### src/rtl/fifo_pkg.sv
// fifo_pkg: shared constants, width helpers and pointer type for the
// register-bank FIFO controller, its storage bank and the testbench.
//   DEPTH_DEFAULT : default number of storage entries
//   ptr_w()/cnt_w(): pointer / occupancy widths for a given depth
//   ptr_t         : pointer type sized for DEPTH_DEFAULT
package fifo_pkg;

  localparam int DEPTH_DEFAULT = 8;

  // A depth-1 FIFO would give $clog2 = 0, so pointers keep at least one bit.
  function automatic int ptr_w(input int depth);
    return (depth > 1) ? $clog2(depth) : 1;
  endfunction

  // Occupancy must represent 0..depth inclusive.
  function automatic int cnt_w(input int depth);
    return $clog2(depth + 1);
  endfunction

  localparam int PTR_W = ptr_w(DEPTH_DEFAULT);
  localparam int CNT_W = cnt_w(DEPTH_DEFAULT);

  typedef logic [PTR_W-1:0] ptr_t;

endpackage

### src/rtl/fifo_ctrl_if.sv
// fifo_ctrl_if: push/pop handshake, storage-bank controls and status of the
// FIFO controller.
//   master : producer/consumer side (drives push, pop; observes the rest)
//   slave  : fifo_ctrl side (observes push, pop; drives the rest)
// Optional macro FIFO_CTRL_ERR_FLAGS_EN adds the sticky overflow/underflow
// flags.
interface fifo_ctrl_if import fifo_pkg::*; #(
  parameter int DEPTH = DEPTH_DEFAULT
) ();

  logic                      push;
  logic                      pop;
  logic [DEPTH-1:0]          wr_en;
  logic [ptr_w(DEPTH)-1:0]   rd_sel;
  logic                      push_ok;
  logic                      pop_ok;
  logic                      full;
  logic                      empty;
  logic                      almost_full;
  logic [cnt_w(DEPTH)-1:0]   count;
`ifdef FIFO_CTRL_ERR_FLAGS_EN
  logic                      overflow;
  logic                      underflow;
`endif

  modport master (
    output push, pop,
    input  wr_en, rd_sel, push_ok, pop_ok, full, empty, almost_full, count
`ifdef FIFO_CTRL_ERR_FLAGS_EN
    , input overflow, underflow
`endif
  );

  modport slave (
    input  push, pop,
    output wr_en, rd_sel, push_ok, pop_ok, full, empty, almost_full, count
`ifdef FIFO_CTRL_ERR_FLAGS_EN
    , output overflow, underflow
`endif
  );

endinterface

### src/rtl/fifo_ctrl_wrap_ctr.sv
// wrap_ctr: pointer counter that advances on inc and wraps from MAX to 0.
//   clk   : clock
//   rst_  : synchronous active-high reset (value -> 0)
//   inc   : advance enable
//   value : current pointer value
module wrap_ctr #(
  parameter int MAX = 7,
  parameter int W   = 3
) (
  input  logic         clk,
  input  logic         rst_,
  input  logic         inc,
  output logic [W-1:0] value
);

  logic [W-1:0] value_reg;
  logic [W-1:0] value_next;

  // Explicit compare against MAX so non-power-of-two depths wrap correctly.
  always_comb begin
    value_next = value_reg;
    if (inc) begin
      value_next = (value_reg == W'(MAX)) ? '0 : value_reg + W'(1);
    end
  end

  always_ff @(posedge clk) begin
    if (rst_) value_reg <= '0;
    else      value_reg <= value_next;
  end

  assign value = value_reg;

endmodule

### src/rtl/fifo_ctrl.sv
// fifo_ctrl: sequencing and status for a register-bank FIFO of DEPTH entries.
//   clk  : clock, all state changes on rising edge
//   rst_ : synchronous active-high reset, priority over push/pop
//   bus  : fifo_ctrl_if.slave (push/pop in; wr_en, rd_sel, push_ok, pop_ok,
//          full, empty, almost_full, count out)
// Optional macro FIFO_CTRL_ERR_FLAGS_EN adds sticky overflow/underflow flags.
module fifo_ctrl import fifo_pkg::*; #(
  parameter int DEPTH    = DEPTH_DEFAULT,
  parameter int AF_LEVEL = DEPTH - 1
) (
  input  logic        clk,
  input  logic        rst_,
  fifo_ctrl_if.slave  bus
);

  localparam int PW = ptr_w(DEPTH);
  localparam int CW = cnt_w(DEPTH);

  logic [PW-1:0] wr_ptr;
  logic [PW-1:0] rd_ptr;
  logic [CW-1:0] count_reg;
  logic [CW-1:0] count_next;
  logic          full_int;
  logic          empty_int;
  logic          push_ok;
  logic          pop_ok;

  assign full_int  = (count_reg == CW'(DEPTH));
  assign empty_int = (count_reg == '0);

  // A pop frees a slot in the same cycle, so push is accepted at full when
  // paired with a pop. At empty the pop is refused, so the push stands alone.
  // Reset masks both so the storage bank is never written during reset.
  assign pop_ok  = ~rst_ & bus.pop & ~empty_int;
  assign push_ok = ~rst_ & bus.push & (~full_int | bus.pop);

  always_comb begin
    count_next = count_reg;
    case ({push_ok, pop_ok})
      2'b10:   count_next = count_reg + CW'(1);
      2'b01:   count_next = count_reg - CW'(1);
      default: count_next = count_reg;
    endcase
  end

  always_ff @(posedge clk) begin
    if (rst_) count_reg <= '0;
    else      count_reg <= count_next;
  end

  wrap_ctr #(.MAX(DEPTH - 1), .W(PW)) u_wr_ptr (
    .clk   (clk),
    .rst_  (rst_),
    .inc   (push_ok),
    .value (wr_ptr)
  );

  wrap_ctr #(.MAX(DEPTH - 1), .W(PW)) u_rd_ptr (
    .clk   (clk),
    .rst_  (rst_),
    .inc   (pop_ok),
    .value (rd_ptr)
  );

  // One-hot write enable: the entry at wr_ptr captures data on the same edge
  // that advances wr_ptr.
  for (genvar gi = 0; gi < DEPTH; gi++) begin : g_wr_en
    assign bus.wr_en[gi] = push_ok & (wr_ptr == PW'(gi));
  end

  assign bus.push_ok     = push_ok;
  assign bus.pop_ok      = pop_ok;
  assign bus.rd_sel      = rd_ptr;
  assign bus.count       = count_reg;
  assign bus.full        = full_int;
  assign bus.empty       = empty_int;
  assign bus.almost_full = (count_reg >= CW'(AF_LEVEL));

`ifdef FIFO_CTRL_ERR_FLAGS_EN
  logic overflow_reg;
  logic underflow_reg;

  // Sticky until reset; a push paired with a pop at full is legal.
  always_ff @(posedge clk) begin
    if (rst_) begin
      overflow_reg  <= 1'b0;
      underflow_reg <= 1'b0;
    end else begin
      if (bus.push & full_int & ~bus.pop) overflow_reg  <= 1'b1;
      if (bus.pop & empty_int)            underflow_reg <= 1'b1;
    end
  end

  assign bus.overflow  = overflow_reg;
  assign bus.underflow = underflow_reg;
`endif

endmodule

### src/flat_wrapper.sv
// flat-port wrapper written by rule: the top's interface ports become plain ports
module fifo_ctrl_flat import fifo_pkg::*;
#(
  parameter int DEPTH    = DEPTH_DEFAULT,
  parameter int AF_LEVEL = DEPTH - 1
)
  (clk, rst_, bus_push, bus_pop, bus_wr_en, bus_rd_sel, bus_push_ok, bus_pop_ok, bus_full, bus_empty, bus_almost_full, bus_count);
  fifo_ctrl_if #(.DEPTH(DEPTH)) bus_i ();
  input  logic clk;
  input  logic rst_;
  input wire logic [$bits(bus_i.push)-1:0] bus_push;
  input wire logic [$bits(bus_i.pop)-1:0] bus_pop;
  output wire logic [$bits(bus_i.wr_en)-1:0] bus_wr_en;
  output wire logic [$bits(bus_i.rd_sel)-1:0] bus_rd_sel;
  output wire logic [$bits(bus_i.push_ok)-1:0] bus_push_ok;
  output wire logic [$bits(bus_i.pop_ok)-1:0] bus_pop_ok;
  output wire logic [$bits(bus_i.full)-1:0] bus_full;
  output wire logic [$bits(bus_i.empty)-1:0] bus_empty;
  output wire logic [$bits(bus_i.almost_full)-1:0] bus_almost_full;
  output wire logic [$bits(bus_i.count)-1:0] bus_count;
  assign bus_i.push = bus_push;
  assign bus_i.pop = bus_pop;
  assign bus_wr_en = bus_i.wr_en;
  assign bus_rd_sel = bus_i.rd_sel;
  assign bus_push_ok = bus_i.push_ok;
  assign bus_pop_ok = bus_i.pop_ok;
  assign bus_full = bus_i.full;
  assign bus_empty = bus_i.empty;
  assign bus_almost_full = bus_i.almost_full;
  assign bus_count = bus_i.count;
  fifo_ctrl #(.DEPTH(DEPTH), .AF_LEVEL(AF_LEVEL)) u_core (.clk(clk), .rst_(rst_), .bus(bus_i));
endmodule
### config.mk
export PLATFORM = sky130hd
export DESIGN_NAME = fifo_ctrl_flat
export DESIGN_NICKNAME = d
export VERILOG_FILES = /design/src/rtl/fifo_pkg.sv /design/src/rtl/fifo_ctrl_if.sv /design/src/rtl/fifo_ctrl_wrap_ctr.sv /design/src/rtl/fifo_ctrl.sv /design/src/flat_wrapper.sv
export SDC_FILE = /design/constraint.sdc
export NUM_CORES = 1
export LEC_CHECK = 0
export ABC_AREA = 0
export BUFFER_PORTS_ARGS = -buffer_cell sky130_fd_sc_hd__buf_2
export CAP_MARGIN = 40
export CORE_MARGIN = 2
export CORE_UTILIZATION = 45
export CTS_CLUSTER_SIZE = 28
export DETAILED_ROUTE_END_ITERATION = 16
export HOLD_SLACK_MARGIN = 0.12
export PLACE_DENSITY = 0.79
export SLEW_MARGIN = 30
export SYNTH_ARGS = -nofsm -noshare
export SYNTH_HDL_FRONTEND = slang
export SYNTH_SLANG_ARGS = --single-unit
### constraint.sdc
create_clock -name clk -period 4.5 [get_ports clk]
set_input_delay 0.9 -clock clk [delete_from_list [all_inputs] [get_ports clk]]
set_output_delay 0.9 -clock clk [all_outputs]
set_load 0.01 [all_outputs]
======== Word level (Yosys, flattened, before mapping) ========
Index checks and enable logic that the tools add are counted.
word-level totals
  bits in registers ....................... 10
  word-level logic and storage cells ...... 41
cells by class
  add/subtract/negate cells ............... 4
  magnitude comparators ................... 1
  equality and inequality tests ........... 11
  muxes and demuxes ....................... 3
  bitwise gates (word level) .............. 16
  reductions and logical operators ........ 3
operator list
  cell                                                 number
  equality test 3 bit, second input constant           5
  bitwise AND 1 bit                                    12
  case mux 4 bit (2 select lines)                      1
  adder 3 x 1 -> 3 bit, second input constant          2
  equality test 3 x 2 -> 1 bit, second input constant  2
  2-to-1 mux 3 bit                                     2
  adder 4 x 1 -> 4 bit, second input constant          1
  equality test 4 bit, second input constant           1
  >= comparator 4 x 3 -> 1 bit, second input constant  1
  logical NOT 4 bit                                    1
  subtractor 4 x 1 -> 4 bit, second input constant     1
  equality test 3 x 1 -> 1 bit, second input constant  1
  logical NOT 3 bit                                    1
  NOT 1 bit                                            3
  equality test 2 x 1 -> 1 bit, second input constant  1
  equality test 2 bit, second input constant           1
  nonzero test 2 bit                                   1
  OR 1 bit                                             1

======== Logic depth before layout (Yosys ltp) ========
  depth in word-level cells ............... 6
  mapped depth ............................ 11
  mapped depth without buffers ............ 10

======== By module ========
From an unflattened synthesis, not the netlist that was laid out.
second synthesis, totals
  cell total of the unflattened synthesis .. 75
  area total of the unflattened synthesis .. 639.4 um2
modules (own cells, without submodules)
  module     instances  cells an instance  area each (um2)  seq. area each (um2)
  fifo_ctrl  1          49                 356.6            80.1
  wrap_ctr   2          13                 141.4            60.1

======== Least setup slack after synthesis ========
OpenSTA, ideal clock, no wires.
  kind .................................... input -> register
  start ................................... in rst_
  end ..................................... reg u_core.count_reg[3], in the netlist u_core.bus.count[3]
  setup time .............................. 121 ps
  arrival time ............................ 2550 ps
  setup slack ............................. 1829 ps
  stages on the path ...................... 6
  cells stage by stage .................... clkbuf_1 > nor2_1 > ha_1 > or3_1 > o32ai_1 > mux2_2
on the way
  cells in the longest elaborated chain, start to end .. 5
  elaborated cells on any way between the ends .. 9
  classes of those cells .................. 2 x eq/ne; 1 x mux; 5 x bitwise; 1 x reduce/logical
ends and longest elaborated chain
  item                                                                   line                text
  from (decl)                                                            flat_wrapper.sv:10  input logic rst_;
  NOT 1 bit *                                                            fifo_ctrl.sv:34     assign pop_ok = ~rst_ & bus.pop & ~empty_int;
  bitwise AND 1 bit * (2 in series)                                      fifo_ctrl.sv:34
  named net bus_pop_ok                                                   flat_wrapper.sv:16  output wire logic [$bits(bus_i.pop_ok)-1:0] bus_pop_ok;
  equality test 2 x 1 -> 1 bit or equality test 2 bit (tied branches)    fifo_ctrl.sv:39     case ({push_ok, pop_ok})
  case mux 4 bit (2 select lines) or nonzero test 2 bit (tied branches)  -
  to (signal assigned)                                                   fifo_ctrl.sv:48     else count_reg <= count_next;
  to (decl)                                                              fifo_ctrl.sv:21     logic [CW-1:0] count_reg;
Mark *: on every way through the listed nets, which the timed path passes. The rest lies on a longest branch.
A chain may end at the register's enable or synchronous reset.

======== Final worst setup path ========
  start ................................... reg u_core.count_reg[0], in the netlist u_core.bus.count[0]
  end ..................................... out bus_wr_en[0]
on the way
  cells in the longest elaborated chain, start to end .. 5
ends and longest elaborated chain
  item                 line                text
  equality test 4 bit  fifo_ctrl.sv:28     assign full_int = (count_reg == CW'(DEPTH));
  NOT 1 bit            fifo_ctrl.sv:35     assign push_ok = ~rst_ & bus.push & (~full_int | bus.pop);
  OR 1 bit             fifo_ctrl.sv:35
  bitwise AND 1 bit    fifo_ctrl.sv:35
  bitwise AND 1 bit    fifo_ctrl.sv:68     assign bus.wr_en[gi] = push_ok & (wr_ptr == PW'(gi));
  to (decl)            flat_wrapper.sv:13  output wire logic [$bits(bus_i.wr_en)-1:0] bus_wr_en;
Every way passes these cells.

==> metrics.txt <==
outcome=complete, no violations; Final Power=273 uW; cts bufs inserted=3; RSZ-0062 raised after global routing=false; Syn Area/Cell=9.09 sq um; Slew @ Worst Pin=583 ps; Yosys Warn Count=0; Pins Over Slew Limit=0; mux contribution to synthesized area=5.75%; Setup WS post-layout=1570 ps; CP max stage delay=600 ps; max cap viols=0; crit share post-route=65.0%; global-route wire length before repair=2.56 mm; ANT cells=0; die height=44.0 microns; CP Launch Type=flip-flop; Net Count, Synth=94; CTS Hold Bufs=0; Clock Power Share=29.9%; clk buf depth=2; post-layout util=58.1%; worst setup path start=u_core.bus.count[0]$_SDFFE_PP0P_; Distinct cells, synth=28; Combinational Power Share=29.2%; Filler cells=135; Post-DRT Antenna Nets=0; final hold slack=496 ps; postcts setup bufs=0; Setup TNS=0 ps; pwr dens=312 nW/um^2; Worst setup EP type=output pin; Final GP Congestion=0.734; CTS tree=done; Post-Synth Simple-Gate Area=24.2%; grt ovf=0; CTS root buffer=clkbuf_4; Net Sw Frac=32.8%; # nets final=120; XOR/XNOR Fraction of Synth Area=3.66%; Post-CTS Resized=0; H-tree Lvls=1; vias per inst=5.33; DR pass1 iterations=6; Synth area leader=dfxtp_1; Adder-Cell Fraction of Synth Area=19.2%; top area cells in the synthesized netlist=dfxtp_1 (28%), ha_1 (19%), and3_1 (5.2%); pre-CTS setup slack=1730 ps; sequential cell area fraction in the yosys report=27.9%; post-detail-place hpwl=1.15 mm; final hold vios=0; Tmin final=2930 ps; clock skew=2.08 ps; WP data required=3600 ps; DR WL/cell=12.4 microns; critical path class=reg -> out; layout cells sized above 1=33.7%; initial antenna violation count=0; Starting Density=47.7%; Psw=89.5 uW; io pins=24; largest fanout on the critical path=9; Static Leak=0.508 nW; Worst slew margin=60.7%; Mapped Cells=79; largest family of logic cells by synthesized area=simple AND/OR/NAND/NOR gates; Tot GR Track Use=18.4%; clk sink count=10; Total Routed Length=1.49 mm; DRC=0; cell family with most CP delay=simple AND/OR/NAND/NOR gates; hold_sp=u_core.u_wr_ptr.value[1]$_SDFFE_PP0P_; die width=44.0 microns; Worst path slowest cell=or4b_4; largest net degree at the start of global routing=14; vias after detailed routing=639; Int Pwr=183 uW; mapped cell area=718 sq um; max reg flops=4; Core ar.=1510 sq um; FF-to-FF Start=u_core.bus.count[0]$_SDFFE_PP0P_; vias in the first global route=604; post-synth top area share=27.9%; Setup Viol. Count Final=0; Syn-to-layout area delta=21.8%; ordered cell list for the critical path=or4b_4, o21ai_4, or2_4, inv_4, and3_1, buf_2; die area=1930 sq um; Clock Latency Late Sink=260 ps; Peak VDD IR=0.207 mV; Fmax=342 MHz; Hold Path Class=reg -> reg; Buffers & Inverters on Critical Path=2; 1st-iter DRT viols=9; Rows=14; crit path DAT=2030 ps; Port Buf Inserts=23; Worst-path clk slew=70 ps; sequential share of power=40.9%; #FFs+latches synth=10; Compound-Gate Fraction of Synth Area=13.8%
## power by group through the flow
stage | Combinational [mW] | Sequential (mW) | Clock, mW
after detailed placement | 0.0799 | 0.114 | 0
after floorplan | 0.0562 | 0.112 | 0
after global routing | 0.0893 | 0.114 | 0.0904
after global placement | 0.0761 | 0.113 | 0
after CTS | 0.0807 | 0.111 | 0.0841
final | 0.0796 | 0.111 | 0.0816
## cells in the mapped netlist
library cell and number:
dfxtp_1 10, nor2b_1 4, a31oi_1 1, a31o_2 1
clkbuf_1 1, xor2_1 3, or2_4 1, inv_1 5
and3_1 6, a21oi_1 6, or4b_4 1, inv_4 1
mux2i_1 3, buf_6 1, ha_1 11, nor3_1 1
a211oi_1 1, nand2_1 2, nor4_1 1, nor2_1 8
o21ai_0 1, and2_1 2, or3b_2 1, mux2_2 1
o32ai_1 1, or3_1 3, o21ai_4 1, o41ai_2 1
## cell type report
| cell class | count | area (sq um) | share of cell area (%) |
|---|---|---|---|
| sequential | 10 | 200 | 22.9 |
| timing repair buffer | 23 | 115 | 13.2 |
| inverter | 6 | 25.0 | 2.86 |
| clock buffer | 4 | 36.3 | 4.15 |
| tap | 16 | 20.0 | 2.29 |
| multi-input combinational | 61 | 478 | 54.6 |
## cells in the final DEF (no fill, tap or decap), drive strengths merged
cell | synthesis | layout
buf | 1 | 23
ha | 11 | 11
dfxtp | 10 | 10
nor2 | 8 | 8
and3 | 6 | 6
a21oi | 6 | 6
inv | 6 | 6
nor2b | 4 | 4
clkbuf | 1 | 4
xor2 | 3 | 3
or3 | 3 | 3
mux2i | 3 | 3
and2 | 2 | 2
nand2 | 2 | 2
o21ai | 2 | 2
or4b | 1 | 1
or2 | 1 | 1
o41ai | 1 | 1
nor4 | 1 | 1
a31o | 1 | 1
a211oi | 1 | 1
a31oi | 1 | 1
o32ai | 1 | 1
mux2 | 1 | 1
nor3 | 1 | 1
or3b | 1 | 1
## tightest hold or removal path, delay by kind of cell, from the launching register on
family / cells / cell delay [ps]
flops: 1 / 340
simple gates: 1 / 60
compound gates: 1 / 50
## through the flow
step	cells	instance area, sq um
after CTS	120	875
final	120	875
after global placement	116	838
after floorplan	79	718
after global routing	120	875
after detailed placement	116	838
## routing by layer
metal	track usage [%]	vias to the layer above	share of wire [%]
li1	-	327	-
met1	21.1	293	42
met2	30.3	17	52
met3	6.25	2	5.0
met4	9.09	0	0.60
met5	0	-	0
## worst paths after layout
path,to,slack (ps),depth (start not counted)
setup / recovery,bus_wr_en[0],1570,6
hold / removal,u_core.u_wr_ptr.value[1]$_SDFFE_PP0P_,500,2
setup reg to reg,u_core.bus.count[3]$_SDFFE_PP0P_,1790,7
hold reg to reg,u_core.u_wr_ptr.value[1]$_SDFFE_PP0P_,500,2
## kinds of logic (layout without fill, tap and decap cells)
family | count (synthesis) | after routing
adders and majority gates | 11 | 11
AOI/OAI and AO/OA | 13 | 13
muxes | 4 | 4
and+or+nand+nor | 30 | 30
buffers and inverters | 8 | 33
DFF | 10 | 10
xor gates and xnor gates | 3 | 3
No activity file was read; power rests on OpenSTA's default activity.
